`config.mk`:
```
export PLATFORM = sky130hd
export DESIGN_NAME = i2c_codec_responder
export DESIGN_NICKNAME = d
export VERILOG_FILES = /design/src/rtl/i2c_codec_responder.sv
export SDC_FILE = /design/constraint.sdc
export NUM_CORES = 1
export LEC_CHECK = 0
export ABC_AREA = 1
export BUFFER_PORTS_ARGS = -buffer_cell sky130_fd_sc_hd__buf_4
export CAP_MARGIN = 40
export CORE_ASPECT_RATIO = 0.9
export CORE_MARGIN = 2
export CORE_UTILIZATION = 45
export DETAILED_ROUTE_END_ITERATION = 12
export PLACE_DENSITY = 0.7
export SYNTH_ARGS = -nofsm -noshare
export SYNTH_HDL_FRONTEND = slang
export SYNTH_SLANG_ARGS = --single-unit
```
`constraint.sdc`:
```
create_clock -name clk -period 3.3 [get_ports clk]
set_input_delay 0.66 -clock clk [delete_from_list [all_inputs] [get_ports clk]]
set_output_delay 0.66 -clock clk [all_outputs]
set_load 0.02 [all_outputs]
```
`src/rtl/i2c_codec_responder.sv`:
```
// Write-only I2C slave that captures 7-bit codec register address + 9-bit data.
// Define I2C_GLITCH_FILTER_EN to add a 3-sample level filter on SCL/SDA.
module i2c_codec_responder #(
  parameter logic [6:0] DEV_ADDR = 7'h1A
) (
  input  logic       clk,
  input  logic       reset,
  input  logic       i2c_sclk,
  input  logic       i2c_sdat_in,
  output logic       i2c_sdat_oe,
  output logic       reg_wr_valid,
  output logic [6:0] reg_addr,
  output logic [8:0] reg_data,
  output logic       busy,
  output logic [7:0] wr_count
);

  typedef enum logic [2:0] {
    IDLE, ADDR, ACK_A, BYTE1, ACK_1, BYTE2, ACK_2, IGNORE
  } state_t;

  state_t     state;
  logic [1:0] scl_sync;
  logic [1:0] sda_sync;
  logic       scl;
  logic       sda;
  logic       scl_q;
  logic       sda_q;
  logic [3:0] bit_cnt;
  logic [7:0] shreg;
  logic [7:0] byte1;

  always_ff @(posedge clk or posedge reset) begin
    if (reset) begin
      scl_sync <= 2'b11;
      sda_sync <= 2'b11;
    end else begin
      scl_sync <= {scl_sync[0], i2c_sclk};
      sda_sync <= {sda_sync[0], i2c_sdat_in};
    end
  end

`ifdef I2C_GLITCH_FILTER_EN
  logic [1:0] scl_cnt;
  logic [1:0] sda_cnt;

  // a new level is taken on its third consecutive sample
  always_ff @(posedge clk or posedge reset) begin
    if (reset) begin
      scl     <= 1'b1;
      sda     <= 1'b1;
      scl_cnt <= '0;
      sda_cnt <= '0;
    end else begin
      if (scl_sync[1] == scl) begin
        scl_cnt <= '0;
      end else if (scl_cnt == 2'd2) begin
        scl     <= scl_sync[1];
        scl_cnt <= '0;
      end else begin
        scl_cnt <= scl_cnt + 2'd1;
      end
      if (sda_sync[1] == sda) begin
        sda_cnt <= '0;
      end else if (sda_cnt == 2'd2) begin
        sda     <= sda_sync[1];
        sda_cnt <= '0;
      end else begin
        sda_cnt <= sda_cnt + 2'd1;
      end
    end
  end
`else
  assign scl = scl_sync[1];
  assign sda = sda_sync[1];
`endif

  always_ff @(posedge clk or posedge reset) begin
    if (reset) begin
      scl_q <= 1'b1;
      sda_q <= 1'b1;
    end else begin
      scl_q <= scl;
      sda_q <= sda;
    end
  end

  logic scl_rise;
  logic scl_fall;
  logic start_c;
  logic stop_c;
  logic last_bit;

  assign scl_rise = scl & ~scl_q;
  assign scl_fall = ~scl & scl_q;
  assign start_c  = scl & scl_q & sda_q & ~sda;
  assign stop_c   = scl & scl_q & ~sda_q & sda;
  assign last_bit = scl_fall && (bit_cnt == 4'd8);

  always_ff @(posedge clk or posedge reset) begin
    if (reset) begin
      state        <= IDLE;
      bit_cnt      <= '0;
      shreg        <= '0;
      byte1        <= '0;
      i2c_sdat_oe  <= 1'b0;
      reg_wr_valid <= 1'b0;
      reg_addr     <= '0;
      reg_data     <= '0;
      busy         <= 1'b0;
      wr_count     <= '0;
    end else begin
      reg_wr_valid <= 1'b0;
      if (start_c) begin
        state       <= ADDR;
        bit_cnt     <= '0;
        i2c_sdat_oe <= 1'b0;
        busy        <= 1'b0;
      end else if (stop_c) begin
        state       <= IDLE;
        bit_cnt     <= '0;
        i2c_sdat_oe <= 1'b0;
        busy        <= 1'b0;
      end else begin
        unique case (state)
          ADDR: begin
            if (scl_rise) begin
              shreg   <= {shreg[6:0], sda};
              bit_cnt <= bit_cnt + 4'd1;
            end else if (last_bit) begin
              bit_cnt <= '0;
              // R/W=1 also lands here: reads are not supported
              if (shreg == {DEV_ADDR, 1'b0}) begin
                state       <= ACK_A;
                i2c_sdat_oe <= 1'b1;
                busy        <= 1'b1;
              end else begin
                state <= IGNORE;
              end
            end
          end
          ACK_A: begin
            if (scl_fall) begin
              state       <= BYTE1;
              i2c_sdat_oe <= 1'b0;
            end
          end
          BYTE1: begin
            if (scl_rise) begin
              shreg   <= {shreg[6:0], sda};
              bit_cnt <= bit_cnt + 4'd1;
            end else if (last_bit) begin
              bit_cnt     <= '0;
              byte1       <= shreg;
              state       <= ACK_1;
              i2c_sdat_oe <= 1'b1;
            end
          end
          ACK_1: begin
            if (scl_fall) begin
              state       <= BYTE2;
              i2c_sdat_oe <= 1'b0;
            end
          end
          BYTE2: begin
            if (scl_rise) begin
              shreg   <= {shreg[6:0], sda};
              bit_cnt <= bit_cnt + 4'd1;
            end else if (last_bit) begin
              bit_cnt     <= '0;
              state       <= ACK_2;
              i2c_sdat_oe <= 1'b1;
            end
          end
          ACK_2: begin
            if (scl_fall) begin
              state        <= IGNORE;
              i2c_sdat_oe  <= 1'b0;
              busy         <= 1'b0;
              reg_addr     <= byte1[7:1];
              reg_data     <= {byte1[0], shreg};
              reg_wr_valid <= 1'b1;
              wr_count     <= wr_count + 8'd1;
            end
          end
          IDLE, IGNORE: begin
          end
          default: begin
            state <= IDLE;
          end
        endcase
      end
    end
  end

endmodule

```
# ---- Word-level counts from Yosys, hierarchy flattened
# Cells that the tools add are included.
dict set report word_totals {
  out_inout_bits 27
  ff_bits 56
  in_bits 4
  wordCells 101
}
dict set report op_classes {
  addsub 2
  mux 34
  n_eq_ne 21
  n_reduce_logical 16
  n_bitwise 14
}
# operator n
set op_table {}
lappend op_table {{$ne A4 B4 Y1 const B} 10}
lappend op_table {{$mux W3} 12}
lappend op_table {{$mux W4} 5}
lappend op_table {{$pmux W3 S6} 1}
lappend op_table {{$mux W1} 14}
lappend op_table {{$reduce_and A10 Y1} 1}
lappend op_table {{$reduce_and A5 Y1} 2}
lappend op_table {{$eq A3 B3 Y1 const B} 3}
lappend op_table {{$add A8 B1 Y8 const B} 1}
lappend op_table {{$eq A8 B6 Y1 const B} 1}
lappend op_table {{$ne A4 B1 Y1 const B} 2}
lappend op_table {{$reduce_and A4 Y1} 2}
lappend op_table {{$reduce_bool A4 Y1} 2}
lappend op_table {{$reduce_bool A8 Y1} 1}
lappend op_table {{$and A1 B1 Y1} 7}
lappend op_table {{$not A1 Y1} 7}
lappend op_table {{$reduce_and A7 Y1} 1}
lappend op_table {{$eq A3 B2 Y1 const B} 2}
lappend op_table {{$reduce_or A3 Y1} 2}
lappend op_table {{$reduce_bool A5 Y1} 1}
lappend op_table {{$add A4 B1 Y4 const B} 1}
lappend op_table {{$eq A4 B4 Y1 const B} 1}
lappend op_table {{$ne A4 B2 Y1 const B} 1}
lappend op_table {{$eq A3 B1 Y1 const B} 1}
lappend op_table {{6 further kinds} 6}

# ---- Logic depth before layout (Yosys ltp)
# Gate-level depths: netlist of run 1.
dict set report logic_depth {
  depth_word 8
  mapped_depth 11
}

# ---- Worst setup path after synthesis of run 1
# OpenSTA, ideal clock, no wires.
dict set report synth_path {
  path_type {register to register}
  from {reg bit_cnt[0]}
  to {reg bit_cnt[3]}
  arrival_ns 1.271
  slack_ns 1.911
  required_time_ns 3.182
  period_less_slack_ns 1.389
  path_buffers 0
  path_stages_with_launch 11
  path_cell_list {dfrtp_1 > inv_1 > ha_1 > nand2_1 > nand3b_2 > nand2_4 > nor2_4 > nor2_8 > inv_2 > nand2_1 > nand2_1}
}
dict set report synth_between {
  elab_chain_cells 5
  word_cells_on_any_way 9
}
# element line_no
set synth_lines {}
lappend synth_lines {{start, declared} 29} ;# logic [3:0] bit_cnt;
lappend synth_lines {{start signal, assigned} 129} ;# bit_cnt <= bit_cnt + 4'd1;
lappend synth_lines {{start signal, assigned} 151} ;# bit_cnt <= bit_cnt + 4'd1;
lappend synth_lines {{start signal, assigned} 168} ;# bit_cnt <= bit_cnt + 4'd1;
lappend synth_lines {{$add A4 B1 Y4} {129, 151, 168}}
lappend synth_lines {{$mux W4} 166} ;# if (scl_rise) begin
lappend synth_lines {{$mux W4} --}
lappend synth_lines {{$mux W4} 119} ;# end else if (stop_c) begin
lappend synth_lines {{$mux W4} 114} ;# if (start_c) begin
# Several ways; a longest one is shown, not always the timed one. The select of a mux whose other input is x is not followed.
# A chain may end at the register's enable or synchronous reset.

# ---- Worst setup path in the final report of run 1
dict set report layout_path {
  from {reg state[2]}
  to {reg wr_count[5]}
}
dict set report layout_between {
  elab_chain_cells 2
}
# element line_no
set layout_lines {}
lappend layout_lines {{start, declared} 22} ;# state_t state;
lappend layout_lines {{start signal, assigned} 102} ;# state <= IDLE;
lappend layout_lines {{start signal, assigned} 115} ;# state <= ADDR;
lappend layout_lines {{start signal, assigned} 120} ;# state <= IDLE;
lappend layout_lines {{$eq A3 B3 Y1} 125} ;# unique case (state)
lappend layout_lines {{$reduce_and A4 Y1 (no source line)} --}
lappend layout_lines {{end signal, assigned} 183} ;# wr_count <= wr_count + 8'd1;
lappend layout_lines {{end, declared} 15} ;# output logic [7:0] wr_count
# Every way passes these cells.

==> results_dict.tcl, run 1 <==
set metrics [dict create \
    outcome "completed" \
    layout.cells.non_filler 409 \
    routed-via-count 2048 \
    hp-class "primary input to async pin" \
    drt_wl_total_um 4930 \
    path_cells "inv_2 -> nor2_4 -> nand2_1 -> nor2_4 -> nand4_1 -> nor2_1 -> xor2_1" \
    ff2ff_setup_slack_ps 1560 \
    cts.repair.resized 0 \
    drive_gt1_share_pct 22.7 \
    hold_slack_ps 284 \
    die-area_um2 6570 \
    grt_pass1_vias 1899 \
    p_leak_nw 1.57 \
    crit_path_end_kind "flop" \
    fin_crit_ps 1740 \
    cp-endpoint "wr_count[5]" \
    grt_max_degree 40 \
    powerDensity_nw_per_um2 715 \
    ant_nets 0 \
    nets 345 \
    post_cts_buffers 0 \
    grt_pass1_wl_um 8740 \
    first_pass_iters 4 \
    max_cap_viol_count 0 \
    synth_fp_nets 313 \
    wl_per_cell_um 12.0 \
    cts_tree "built" \
    fin_skew_ps 8.61 \
    hold_buffers 0 \
    crit_path_top_delay_cell "dfrtp_1" \
    tightest_slew_ps 396 \
    grt_use_total_pct 16.7 \
    synthesis.area_um2 2670 \
    root_buffer "clkbuf_8" \
    yosysWarnings 0 \
    io_pins 31 \
    clkLatencyLatePin_ps 320 \
    diodes 0 \
    required_ps 3540 \
    cp_max_fo 14 \
    die_height_um 77.1 \
    clk_pin_slew_ps 100 \
    syn_avg_cell_area_um2 8.73 \
    fin_util_pct 54.2 \
    htreeDepth 2 \
    rr_endpoint "wr_count[5]" \
    critPathLaunch "state[2]" \
    dieWidth_um 85.2 \
    drt_iter0_drc 174 \
    drc 0 \
    grt_overflow 0 \
    rsz0062_at_grt "no" \
    cts_buffer_depth 2 \
    dpl.cell_count 401 \
    max_freq_mhz 575 \
    avgViaCountPerCell 5.01 \
    clkSinkCount 56 \
    cts_buffers 5 \
    fin_tns_setup_ps 0 \
    core_um2 5690 \
    rows 26 \
    setup_viol 0 \
    setup.worst_path.class "flop to flop" \
    cp-start-kind "flop" \
    numPortBuffers 30 \
    syn2layout_area_growth_pct 15.6 \
    slew_viol_final 0 \
    antenna_found_initial 0 \
    slew_headroom_pct 73.6 \
    r2r_start "state[2]" \
    rr_worst_depth 7 \
    finalHoldViolations 0 \
    yosysUniqueCellTypes 27 \
    crit_top_cell "nor2_4" \
    ys_seq_area_share_pct 52.8 \
    synthCells 306 \
    cp.arrival_ps 1980 \
    ir_drop_mv 0.396 \
    slowest_delay_ps 520 \
    ys_ff_latch 56 \
    place_hpwl_um 3530 \
    gp_congestion 0.909 \
    start_util_pct 46.9 \
    finalCritPeriodShare_pct 52.7 \
]
-- cell families (layout without fill, tap and decap cells) --
logic type	after synthesis	after routing	synth area share [%]
simple gates	172	172	31.4
flops	56	56	52.8
buf+inv	36	69	5.58
compound gates	31	31	6.23
xor+xnor	8	8	2.62
fa+ha+maj	3	3	1.41
-- sequential cells by signal (all words and copies together), names as in the netlist --
register and count:
shreg 8, state 3, scl_q 1, wr_count 8, sda_q 1, i2c_sdat_oe 1
byte1 8, reg_addr 7, busy 1, scl_sync 2, sda_sync 2, reg_wr_valid 1
bit_cnt 4, reg_data 9
-- layout make-up --
type                       count  area [um2]
fill                         518        2610
sequential                    56        1410
multi-input combinational    214        1110
timing repair buffer          32         253
inverter                      29         109
tap                           70        87.6
clock buffer                   5        68.8
clock inverter                 3        47.5
-- cells in the mapped netlist, drive strengths merged --
library cell	number	area share (%)
and2	1	0.23
ha	3	1.4
o21ai	30	5.6
dfstp	6	5.9
nor3	1	0.19
nand3	21	5.2
nand4	3	0.70
xnor2	2	0.66
nand3b	2	0.70
xor2	6	2.0
nor2	31	7.8
a21oi	1	0.61
inv	29	4.1
buf	7	1.5
dfrtp	50	47
nand2	113	17
-- per-stage QoR --
step	total power [mW]	setup WS, ps	cell area, um2
floorplan	1.55	1280	2670
global placement	1.73	1520	2950
detailed placement	1.75	1560	2970
CTS	2.22	1530	3090
global route	2.38	1350	3090
finish	2.21	1560	3090
-- placed cells by master, fill, tap and decap left out, types with 2 or more instances in the layout --
cell	count
o21ai_0	19
nand3_1	16
nor2_1	18
inv_2	5
clkbuf_8	5
nor2_2	3
inv_1	24
nand2_2	5
clkinv_4	2
xor2_1	6
dfstp_2	6
buf_4	31
nor2_4	9
xnor2_1	2
dfrtp_1	50
nand2_1	107
ha_1	3
nand3_2	4
nand4_1	3
o21ai_1	11
-- report_power, final --
group          internal [mW]  switching [mW]  leakage [nW]
clock                  0.229           0.233        0.0583
sequential             0.819           0.139         0.740
combinational          0.289           0.498         0.774
-- per-layer routing --
metal	up-vias	global-route usage [%]	wire, um
met5	-	0	0
li1	1024	-	-
met2	47	25.4	2240
met1	970	23.2	2350
met4	0	6.83	85
met3	7	3.44	255
-- critical path, delay by kind of cell (launching register included) --
family | cells | cell delay (ps)
XOR/XNOR | 1 | 150
buffers and inverters | 1 | 120
flip-flops | 1 | 520
AND/OR/NAND/NOR | 5 | 860
-- worst min-delay path by stage --
stage                start          end  slack (ps)  depth (start not counted)
2_1_floorplan  scl_sync[0]  scl_sync[1]         350                          0
3_3_place_gp   sda_sync[0]  sda_sync[1]         350                          0
3_5_place_dp   scl_sync[0]  scl_sync[1]         350                          0
4_1_cts              reset   bit_cnt[3]         290                          2
5_1_grt              reset     state[2]         290                          2
6_report             reset     state[2]         280                          2
No activity file was read; power rests on OpenSTA's default activity.
==> run 2: changes to the inputs <==
==> constraint.sdc (replaced) <==
create_clock -name clk -period 1.6 [get_ports clk]
set_input_delay 0.32 -clock clk [delete_from_list [all_inputs] [get_ports clk]]
set_output_delay 0.32 -clock clk [all_outputs]
set_load 0.02 [all_outputs]
==> run 2 against run 1 <==
Via count increased by 0.15%. Critical path depth increased by 1. Maximum frequency increased by 13%. Clock skew about the same. First-iteration DRC count increased by 4.0%. Cell area increased by 1.8%. Core utilization increased by 0.97 points. Register-to-register slack got worse by 1500 ps. Die area unchanged. Sequential share of layout area decreased by 0.72 points. Combinational power increased by 120%. Worst setup slack got worse by 1500 ps.
==> results_dict.tcl, run 2 (synthesized netlist as in run 1, its figures left out) <==
set metrics [dict create \
    hold_slack_ps 19.6 \
    clkLatencyLatePin_ps 310 \
    cp-start-kind "flop" \
    regMostFlops "reg_data" \
    dpl.cell_count 404 \
    slew_headroom_pct 69.4 \
    powerDensity_nw_per_um2 1430 \
    avgViaCountPerCell 4.98 \
    path_delay_family "simple AND/OR/NAND/NOR gates" \
    die_height_um 77.1 \
    root_buffer "clkbuf_8" \
    finalCritPeriodShare_pct 96.1 \
    ant_nets 0 \
    drt_wl_total_um 5030 \
    ir_drop_mv 0.729 \
    first_pass_iters 6 \
    dieWidth_um 85.2 \
    max_freq_mhz 651 \
    outcome "completed" \
    layout.cells.non_filler 412 \
    start_util_pct 46.9 \
    slew_viol_final 0 \
    crit_top_cell "nand2_1" \
    layout_commonest_cell "nand2_1" \
    setup.worst_path.class "flop to flop" \
    required_ps 1840 \
    grt_overflow 0 \
    fin_crit_ps 1540 \
    hp-class "primary input to async pin" \
    core_um2 5690 \
    crit_path_top_delay_cell "dfstp_2" \
    post_cts_buffers 0 \
    nFillCells 519 \
    numPortBuffers 30 \
    tightest_slew_ps 457 \
    crit_path_end_kind "flop" \
    cts_tree "built" \
    post-route-worst-setup-slack_ps 62.9 \
    place_ws_ps 45.5 \
    routed-via-count 2051 \
    final_cell_mix "107 x nand2_1, 48 x dfrtp_1, 34 x buf_4" \
    grt_use_total_pct 16.5 \
    grt_max_degree 38 \
    fin_skew_ps 8.24 \
    fin_util_pct 55.2 \
    cp.arrival_ps 1780 \
    rsz0062_at_grt "yes" \
    path_cells "nand2_2 -> nor2_4 -> nor2_4 -> nand2_1 -> nand2_1 -> nor2_1 -> nand3_1 -> nand2_1" \
    grt_pass1_vias 1893 \
    die-area_um2 6570 \
    cts_buffer_depth 2 \
    diodes 0 \
    htreeDepth 2 \
    finalHoldViolations 0 \
    syn2layout_area_growth_pct 17.7 \
    drt_iter0_drc 181 \
    slowest_delay_ps 620 \
    share_seq_of_total_power_pct 43.8 \
    p_leak_nw 1.57 \
    cts_buffers 5 \
    rows 26 \
    drive_gt1_share_pct 24.9 \
    power_frac_comb_pct 38.6 \
    cp_max_fo 7 \
    place_area_um2 3000 \
    power.switching_mw 1.79 \
    setup_viol 0 \
    gp_congestion 0.905 \
    p_clk_share_pct 17.6 \
    max_cap_viol_count 0 \
    clkSinkCount 56 \
    io_pins 31 \
    fin_area_um2 3140 \
    switching_share_pct 39.9 \
    wl_per_cell_um 12.2 \
    nets 348 \
    drc 0 \
    largest_reg_flops 9 \
    clk_pin_slew_ps 100 \
    grt_pass1_wl_um 8700 \
    antenna_found_initial 0 \
    place_hpwl_um 3660 \
    cp_num_buf_inv 0 \
    power.internal_mw 2.70 \
]
==> run 2: changes by cell type in the layout (fill, tap and decap cells not counted), sizes merged <==
cell	before	now
buf	32	35
bufinv	1	0
clkbuf	5	7
clkinvlp	0	2
inv	29	28
clkinv	2	0
==> run 2: final timing paths <==
check / start / end / slack, ps / cells past startpoint
worst max-delay path: scl_q / i2c_sdat_oe / 60 / 8
min in group clk: i2c_sclk / scl_sync[0] / 110 / 1
max in group asynchronous: reset / shreg[4] / 1060 / 3
worst min-delay path: reset / bit_cnt[3] / 20 / 2
worst max register to register: scl_q / i2c_sdat_oe / 60 / 8
worst min register to register: sda_sync[0] / sda_sync[1] / 360 / 0
==> run 2: worst reg2reg max path, cell delays in order, from the launching register on <==
cell and delay, ps:
dfstp_2 620, nand2_2 120, nor2_4 180, nor2_4 90, nand2_1 90, nand2_1 50, nor2_1 150, nand3_1 100
nand2_1 80
==> run 2: through the flow <==
| stage | setup TNS, ps | power (mW) |
|---|---|---|
| after floorplan | 0 | 3.19 |
| after global placement | 0 | 3.63 |
| after detailed placement | 0 | 3.68 |
| after CTS | 0 | 4.49 |
| after global routing | -161 | 4.84 |
| final | 0 | 4.49 |
==> run 2: area by class of cell <==
type                       instances  area (um2)  share of cell area (%)
inverter                          29         113                    3.58
tap                               70        87.6                    2.79
multi-input combinational        214        1160                    37.0
sequential                        56        1410                    44.9
timing repair buffer              35         275                    8.76
clock buffer                       7        86.3                    2.75
clock inverter                     1        7.51                   0.239
==> run 2: routing by layer <==
layer	vias up	GRT usage (%)	routed length [um]
li1	1026	-	-
met1	952	23.3	2410
met3	13	2.91	241
met4	0	5.87	111
met2	60	25.3	2270
met5	-	0	0
==> run 2: what timing repair did <==
item,CTS,global route
resized for setup,1,10
endpoints found under the setup margin,1,17
hold buffers,0,0
pin swaps,0,2
==> run 2: power groups by stage <==
stage                     registers, mW  clock network, mW  logic (mW)
final                              1.97              0.789        1.73
after global routing               2.00              0.888        1.94
after CTS                          1.96              0.822        1.71
after detailed placement           1.98                  0        1.71
after global placement             1.97                  0        1.66
after floorplan                    2.03                  0        1.16
==> run 3: changes to the inputs <==
--- a/config.mk
+++ b/config.mk
@@ -5,7 +5,7 @@
 export SDC_FILE = /design/constraint.sdc
 export NUM_CORES = 1
 export LEC_CHECK = 0
-export ABC_AREA = 1
+export ABC_CLOCK_PERIOD_IN_PS = 1600
 export BUFFER_PORTS_ARGS = -buffer_cell sky130_fd_sc_hd__buf_4
 export CAP_MARGIN = 40
 export CORE_ASPECT_RATIO = 0.9
@@ -13,6 +13,7 @@
 export CORE_UTILIZATION = 45
 export DETAILED_ROUTE_END_ITERATION = 12
 export PLACE_DENSITY = 0.7
+export SLEW_MARGIN = 20
 export SYNTH_ARGS = -nofsm -noshare
 export SYNTH_HDL_FRONTEND = slang
 export SYNTH_SLANG_ARGS = --single-unit
==> run 3 against run 2 <==
The flow now finishes with violations (setup timing). Clock skew shrank 0.80 ps. Count of clock-buffer cells in the layout is 2 lower. Via count shrank 7.6%. Global-route usage is 1.8 points higher. Critical path depth decreased by 3. Synthesized cell count shrank 24%. Core utilization increased by 6.3 points. Combinational power is 6% lower. Register-to-register slack worse by 230 ps. Sequential share of layout area shrank 1.5 points. Total power fell by 3.4%. Non-clock buffer count is 30 higher. Critical path type unchanged. Critical endpoint unchanged. Largest cell class unchanged.
==> results_dict.tcl, run 3 <==
set metrics [dict create \
    setup_viol 16 \
    largest_reg_flops 9 \
    crit_path_top_delay_cell "or4b_4" \
    root_buffer "clkbuf_8" \
    ys_ff_latch 56 \
    path_cells "or4b_4 -> nor4_4 -> o32ai_1 -> a211o_1 -> o211ai_2" \
    powerDensity_nw_per_um2 1330 \
    ir_drop_mv 0.769 \
    whs_path_depth 1 \
    cts_tree "built" \
    fin_util_pct 61.5 \
    ant_nets 0 \
    first_pass_iters 4 \
    post-route-worst-setup-slack_ps -169 \
    nets 304 \
    rsz0062_at_grt "yes" \
    synthesis.area_um2 2490 \
    cts_buffers 5 \
    hold_slack_ps 108 \
    yosysUniqueCellTypes 41 \
    cp-start-kind "flop" \
    clk_pin_slew_ps 100 \
    dieWidth_um 82.4 \
    drc 0 \
    fin_crit_ps 1770 \
    fin_skew_ps 7.44 \
    fin_tns_setup_ps -1680 \
    start_util_pct 47.1 \
    grt_overflow 0 \
    yosysMostFrequentCell "nand2_1" \
    grt_use_total_pct 18.3 \
    violations "setup timing" \
    total_power_mw 4.34 \
    htreeDepth 2 \
    finalHoldViolations 0 \
    wl_per_cell_um 13.6 \
    yosysTopAreaCellShare_pct 50.2 \
    synth_largest_area_cell "dfrtp_1" \
    ys.flop_type "dfrtp_1" \
    synthTopCellsByArea "dfrtp_1 50%, nand2_1 9.6%, mux2_2 7.2%, dfstp_2 6.3%, o21ai_0 1.8%" \
    slew_headroom_pct 78.6 \
    tightest_slew_ps 321 \
    rows 25 \
    async_reset_ff_share_pct 100 \
    clkSinkCount 56 \
    drt_wl_total_um 4970 \
    slowest_delay_ps 550 \
    gp_congestion 0.984 \
    setup.worst_path.class "flop to flop" \
    diodes 0 \
    crit_cells 5 \
    regMostFlops "reg_data" \
    outcome "finished with violations" \
    synthCells 234 \
    min_from "i2c_sdat_in" \
    path_delay_family "simple AND/OR/NAND/NOR gates" \
    avgViaCountPerCell 5.19 \
    place_hpwl_um 3560 \
    grt_pass1_vias 1802 \
    slew_viol_final 0 \
    die_height_um 74.6 \
    clkLatencyLatePin_ps 310 \
    finalCritPeriodShare_pct 111 \
    yosysWarnings 0 \
    ys_top_cells_by_count "64 x nand2_1, 50 x dfrtp_1, 16 x mux2_2, 9 x nor2_1, 9 x o21ai_0" \
    layout_commonest_cell "nand2_1" \
    cp.arrival_ps 2010 \
    cts_buffer_depth 2 \
    grt_pass1_wl_um 8490 \
    die-area_um2 6150 \
    ys_seq_area_share_pct 56.5 \
    io_pins 31 \
    max_freq_mhz 565 \
    max_cap_viol_count 0 \
    numPortBuffers 30 \
    core_um2 5290 \
    syn2layout_area_growth_pct 30.4 \
    drt_iter0_drc 140 \
    cp_max_fo 4 \
    routed-via-count 1896 \
    cp_num_buf_inv 0 \
    rr_worst_depth 5 \
    drive_gt1_share_pct 39.9 \
    r2r_start "shreg[0]" \
    final_cell_mix "64 x nand2_1, 58 x buf_4, 49 x dfrtp_1" \
    synth-edff-count 0 \
    syn_avg_cell_area_um2 10.7 \
    required_ps 1840 \
    p_leak_nw 1.64 \
    grt_max_degree 45 \
    hp-class "primary input to flop" \
    synth_fp_nets 241 \
    crit_path_end_kind "flop" \
    critPathLaunch "shreg[0]" \
    antenna_found_initial 0 \
]
==> run 3: cell types whose count changed in the layout (fill, tap and decap cells not counted), moves of 6 or more <==
cell and change:
buf_4 +24, nand2_1 -43, o21ai_1 -8, mux2_4 +8, mux2_2 +8, o21ai_0 -15, nor2_4 -11, a21oi_1 +6
inv_1 -19, nor2_1 -10, nand3_1 -7
==> run 3: final timing paths <==
check	end	slack, ps
worst min register to register	scl_sync[1]	360
max in group asynchronous	reg_data[6]	580
min in group asynchronous	i2c_sdat_oe	510
worst min-delay path	sda_sync[0]	110
worst max register to register	i2c_sdat_oe	-170
worst max-delay path	i2c_sdat_oe	-170
==> run 3: where the power goes <==
group          internal (mW)  switching (mW)  total [mW]
Sequential              1.69           0.232        1.93
Combinational          0.808           0.809        1.62
Clock                  0.315           0.479       0.794
Total                   2.82            1.52        4.34
==> run 3: metrics by stage <==
stage          instance area (um2)  instances  worst slack, ps
3_5_place_dp                  3030        352             -174
6_report                      3250        365             -169
4_1_cts                       3210        364             -168
2_1_floorplan                 2550        234             -117
5_1_grt                       3250        365             -239
3_3_place_gp                  3030        352             -158
==> run 3: repair_timing <==
action                                 in CTS  in global routing
hold buffers                                1                  0
setup endpoints to repair                  20                 38
pin swaps                                   8                  5
gates resized for setup                    15                 14
buffers inserted                            3                  1
endpoints found under the hold margin       6                  0
==> run 3: logic make-up (layout without fill, tap and decap cells) <==
logic type                 Yosys count  after routing  share of synthesized area, %
DFF                                 56             56                          56.5
and+or+nand+nor                    104            104                          19.7
xor gates and xnor gates             8              8                          2.81
muxes                               16             16                          7.23
adders and majority gates            3              3                          1.51
AOI/OAI and AO/OA                   31             31                          8.28
buffers and inverters               16             80                          3.92
==> run 3: layout make-up <==
cell class	instances	area, um2
Sequential cell	56	1410
Inverter	7	32.5
Clock buffer	5	68.8
Multi-Input combinational cell	162	1100
Tap cell	67	83.8
Timing Repair Buffer	65	531
Clock inverter	3	22.5
Fill cell	443	2040
==> run 3: worst register-to-register path: cells and delay by family, from the launching register on <==
kind	cells	cell delay (ps)
compound gates	3	520
flops	1	390
simple gates	2	790
==> run 3: routing by layer <==
layer	part of all wire (%)	global-route usage (%)
met1	47	26.1
met2	46	27.2
met3	5.0	4.98
met4	1.4	5.93
met5	0	0
